[src/rtl/stream_demux4_pkg.sv]
// Shared types for the 1-to-4 stream demultiplexer: channel count, select width, slot states.
package stream_demux4_pkg;
  localparam int NUM_CH = 4;
  localparam int SEL_W  = 2;

  typedef logic [SEL_W-1:0] ch_sel_t;

  typedef enum logic {
    EMPTY = 1'b0,
    FULL  = 1'b1
  } slot_state_t;
endpackage

[src/rtl/stream_demux4_slot.sv]
// One-entry output holding register; a load takes priority and refills a slot that drains in the same cycle.
// Data is held after a drain so the output stays stable until the next load.
module demux_slot
  import stream_demux4_pkg::*;
#(
  parameter int Width = 8
) (
  input  logic             clk,
  input  logic             rst_n,
  input  logic             load,
  input  logic [Width-1:0] load_data,
  input  logic             out_ready,
  output logic             out_valid,
  output logic [Width-1:0] out_data
);

  slot_state_t state;

  always_ff @(posedge clk) begin
    if (!rst_n) begin
      state    <= EMPTY;
      out_data <= '0;
    end else if (load) begin
      state    <= FULL;
      out_data <= load_data;
    end else if (state == FULL && out_ready) begin
      state <= EMPTY;
    end
  end

  assign out_valid = (state == FULL);

endmodule

[src/rtl/stream_demux4.sv]
// Registered 1-to-4 stream demux, routed by external select or an auto-advancing pointer.
// One cycle latency; in_ready follows the selected slot and passes through a same-cycle drain.
module stream_demux4
  import stream_demux4_pkg::*;
#(
  parameter int Width = 8
) (
  input  logic                clk,
  input  logic                rst_n,
  input  logic [Width-1:0]    in_data,
  input  logic                in_valid,
  output logic                in_ready,
  input  logic                mode_auto,
  input  logic [SEL_W-1:0]    counter_sel,
  output logic [SEL_W-1:0]    auto_ptr,
  output logic [4*Width-1:0]  out_data,
  output logic [NUM_CH-1:0]   out_valid,
  input  logic [NUM_CH-1:0]   out_ready
);

  ch_sel_t           eff_sel;
  logic              accept;
  logic [NUM_CH-1:0] load;

  assign eff_sel  = mode_auto ? auto_ptr : counter_sel;
  assign in_ready = !out_valid[eff_sel] || out_ready[eff_sel];
  assign accept   = in_valid && in_ready;

  always_comb begin
    load = '0;
    for (int i = 0; i < NUM_CH; i++) begin
      load[i] = accept && (eff_sel == ch_sel_t'(i));
    end
  end

  // Pointer only moves on accepts taken while in auto mode; a mode switch leaves it alone.
  always_ff @(posedge clk) begin
    if (!rst_n) begin
      auto_ptr <= '0;
    end else if (accept && mode_auto) begin
      auto_ptr <= auto_ptr + ch_sel_t'(1);
    end
  end

  for (genvar g = 0; g < NUM_CH; g++) begin : g_slot
    demux_slot #(.Width(Width)) u_slot (
      .clk       (clk),
      .rst_n     (rst_n),
      .load      (load[g]),
      .load_data (in_data),
      .out_ready (out_ready[g]),
      .out_valid (out_valid[g]),
      .out_data  (out_data[g*Width +: Width])
    );
  end

endmodule

[config.mk]
export PLATFORM = sky130hd
export DESIGN_NAME = stream_demux4
export DESIGN_NICKNAME = d
export VERILOG_FILES = /design/src/rtl/stream_demux4_pkg.sv /design/src/rtl/stream_demux4_slot.sv /design/src/rtl/stream_demux4.sv
export SDC_FILE = /design/constraint.sdc
export NUM_CORES = 1
export LEC_CHECK = 0
export CAP_MARGIN = 20
export CORE_MARGIN = 3
export CORE_UTILIZATION = 39
export DETAILED_ROUTE_END_ITERATION = 10
export GPL_TIMING_DRIVEN = 0
export PLACE_DENSITY = 0.83
export SYNTH_ARGS = -nofsm -noshare
export SYNTH_HDL_FRONTEND = slang
export SYNTH_SLANG_ARGS = --single-unit
[constraint.sdc]
create_clock -name clk -period 1.3 [get_ports clk]
set_clock_uncertainty 0.2 [all_clocks]
set_input_delay 0.195 -clock clk [delete_from_list [all_inputs] [get_ports clk]]
set_output_delay 0.195 -clock clk [all_outputs]
set_load 0.01 [all_outputs]
==> impl_metrics.yaml, run 1 <==
synthesis:
  syn_nets: 158
  synthTopCellsByArea: "dfxtp_1 (48%), mux2i_1 (23%), nor2b_1 (13%)"
  async_reset_ff_share_pct: 0
  synth-main-ff-cell: "dfxtp_1"
  synth_top_cell_area_share_pct: 48.4
  ys_types: 19
  synth_most_common_cell: "dfxtp_1"
  synth_largest_area_cell: "dfxtp_1"
  ys_top_cells_by_count: "dfxtp_1 (38), mux2i_1 (36), nor2b_1 (32)"
  synthCells: 140
  synth_enable_flop_cells: 0
  ys_warn_count: 0
  seq_area_frac_synth_pct: 48.4
  synth_seq_cells: 38
  netlist_area_mm2: 0.00157
  avgSynthCellArea_um2: 11.2
worst_setup_path:
  cp.arrival_ps: 1360
  cp_data_required_time_ps: 900
  crit_end: "in_ready"
  cpLargestDelayFamily: "multiplexers"
  cp-end-kind: "output port"
  critPathLaunchType: "register"
  path_cells: "mux2i_4 > mux2i_2 > mux2i_1 > buf_2"
  crit_fanout: 4
  critPathMaxStageDelay_ps: 350
  path_buf_inv: 1
  reg2reg_depth: 7
  crit_path_start: "auto_ptr[1]$_SDFFE_PN0P_"
  timing.rr.end: "g_slot[3].u_slot.out_data[3]$_SDFFE_PN0P_"
  crit_type: "reg2out"
  worst-path-stages: 4
  r2r_setup_slack_ps: -420
  r2r-start: "auto_ptr[1]$_SDFFE_PN0P_"
  cp_slowest_cell: "dfxtp_2"
pwr:
  leakage_uw: 0.00110
  peakVddDrop_mv: 0.812
  power_density_mw_per_mm2: 1050
die:
  die_w_um: 69.5
  initial_core_util_pct: 41.7
  core_area_mm2: 0.00377
  chipHeight_um: 69.5
  placementRows: 22
  pin_count: 57
  dieArea_mm2: 0.00483
clock_tree:
  cts-root-buf: "clkbuf_8"
  cts_tree: "built"
  insertion_delay_ps: 280
  clkTransAtPathRegs_ps: 70
  htreeDepth: 2
  cts_made_buffers: 5
  hold_buffers: 0
  cts.path.max_buffers: 2
  cts.sinks: 38
sta:
  holdWs_ps: 217
  slew_headroom_pct: 74.0
  rsz0062_at_grt: "true"
  fin_crit_ps: 1760
  finalWorstSetupSlack_ps: -456
  slew_violations: 0
  max_freq_mhz: 570
  timing_hold_violations_final: 0
  finalCritPeriodShare_pct: 135
  worst-slew-pin-transition_ps: 390
  setup_viol: 40
global_routing:
  antenna_found_initial: 0
  grt_pass1_vias: 1272
  gr-usage-all-layers_pct: 15.9
  grt_pass1_wl_um: 6180
  overflow: 0
  grt_start_max_net_pins: 12
detailed_routing:
  wire_per_inst_um: 14.4
  drc: 0
  ant_nets: 0
  viasPerCell: 4.82
  wl_um: 3730
  drt-initial-drc-count: 47
  vias: 1248
  drt-pass1-iter-count: 4
finish:
  multi_input_area_um2: 741
  area.growth.synth_to_final_pct: 44.2
  final_nets: 229
  utilization_pct: 60.1
  drive_gt1_share_pct: 25.1
  seq_area_um2: 766
  diodes: 0
  num-fill-cells: 349
min_path:
  min_path_cells: 3
  hold_path_class: "in2reg"
run_status:
  violations: "setup timing"
  status: "finished, violations left"
placement:
  port_buffers: 56
  place_hpwl_um: 2620
  gp_congestion: 0.837
flow_run:
  cap_violations: 0
-- repair_timing --
item / CTS / global route
buffers inserted: 3 / 2
endpoints found under the setup margin: 77 / 69
resized for setup: 74 / 42
gates cloned: 3 / 0
pin swaps: 1 / 0
-- state kept, by name, summed over array words and instances, names as in the netlist --
signal,count
g_slot.u_slot.out_valid,4
g_slot.u_slot.out_data,32
auto_ptr,2
-- per-layer routing --
layer,up-vias,global-route usage (%),share of wire (%)
met3,4,5.65,7.1
met5,-,0,0
met1,589,20.0,45
met2,42,25.7,47
li1,613,-,-
met4,0,3.90,0.78
-- cell families (layout without fill, tap and decap cells) --
logic type,Yosys count,after routing,synth area share [%]
buf+inv,13,84,5.49
compound gates,8,8,3.82
flops,38,38,48.4
mux,38,38,25.1
simple gates,43,43,17.3
-- worst min path at each step --
stage                             startpoint  slack (ps)                  endpoint
floorplan                              rst_n         140  auto_ptr[1]$_SDFFE_PN0P_
global placement    auto_ptr[0]$_SDFFE_PN0P_         300  auto_ptr[0]$_SDFFE_PN0P_
detailed placement  auto_ptr[0]$_SDFFE_PN0P_         300  auto_ptr[0]$_SDFFE_PN0P_
CTS                                mode_auto         210  auto_ptr[1]$_SDFFE_PN0P_
global route                       mode_auto         260  auto_ptr[1]$_SDFFE_PN0P_
finish                             mode_auto         220  auto_ptr[1]$_SDFFE_PN0P_
-- area by class of cell --
class | count | area share, %
Timing Repair Buffer | 64 | 23.2
Tap cell | 48 | 2.65
Sequential cell | 38 | 33.8
Inverter | 1 | 0.166
Buffer | 12 | 4.03
Clock inverter | 1 | 0.331
Clock buffer | 6 | 3.20
Multi-Input combinational cell | 89 | 32.7
-- worst reg2reg max path, stage by stage, from the launching register on --
cell and delay, ps:
dfxtp_2 350, mux2i_4 220, buf_4 160, buf_4 100, nand4b_1 170, buf_6 160
mux2i_1 200, nor2b_1 60
-- power by group --
part           total [µW]  internal [µW]  switching, µW  leakage (µW)
Sequential           1240           1210           27.0      0.000311
Clock                 760            368            393     0.0000373
Combinational         379            212            167      0.000756
-- stage by stage --
stage                     instance area [µm²]  power [µW]  setup TNS (ps)  setup slack (ps)  cells
final                                    2270        2380          -12670              -456    259
after global routing                     2270        2480          -15770              -503    259
after CTS                                2290        2390           -9170              -465    257
after detailed placement                 2210        1660          -30400             -1240    244
after global placement                   2210        1650          -29240             -1200    244
after floorplan                          1590        1460           -2500             -92.9    140
-- placed cells by master, fill, tap and decap left out, types with 6 or more instances in the layout --
master,count
clkdlybuf4s15_1,15
dfxtp_1,34
buf_6,7
dlygate4sd2_1,6
clkdlybuf4s50_1,14
buf_4,9
nor2b_1,32
mux2i_1,34
clkbuf_2,16
No activity file was read; power rests on OpenSTA's default activity.
==> run 2: changes to the inputs <==
Settings changed: HOLD_SLACK_MARGIN from default to 0.1.
==> results of run 2 <==
Same layout as run 1: the final DEF is identical, and so are final timing and power.
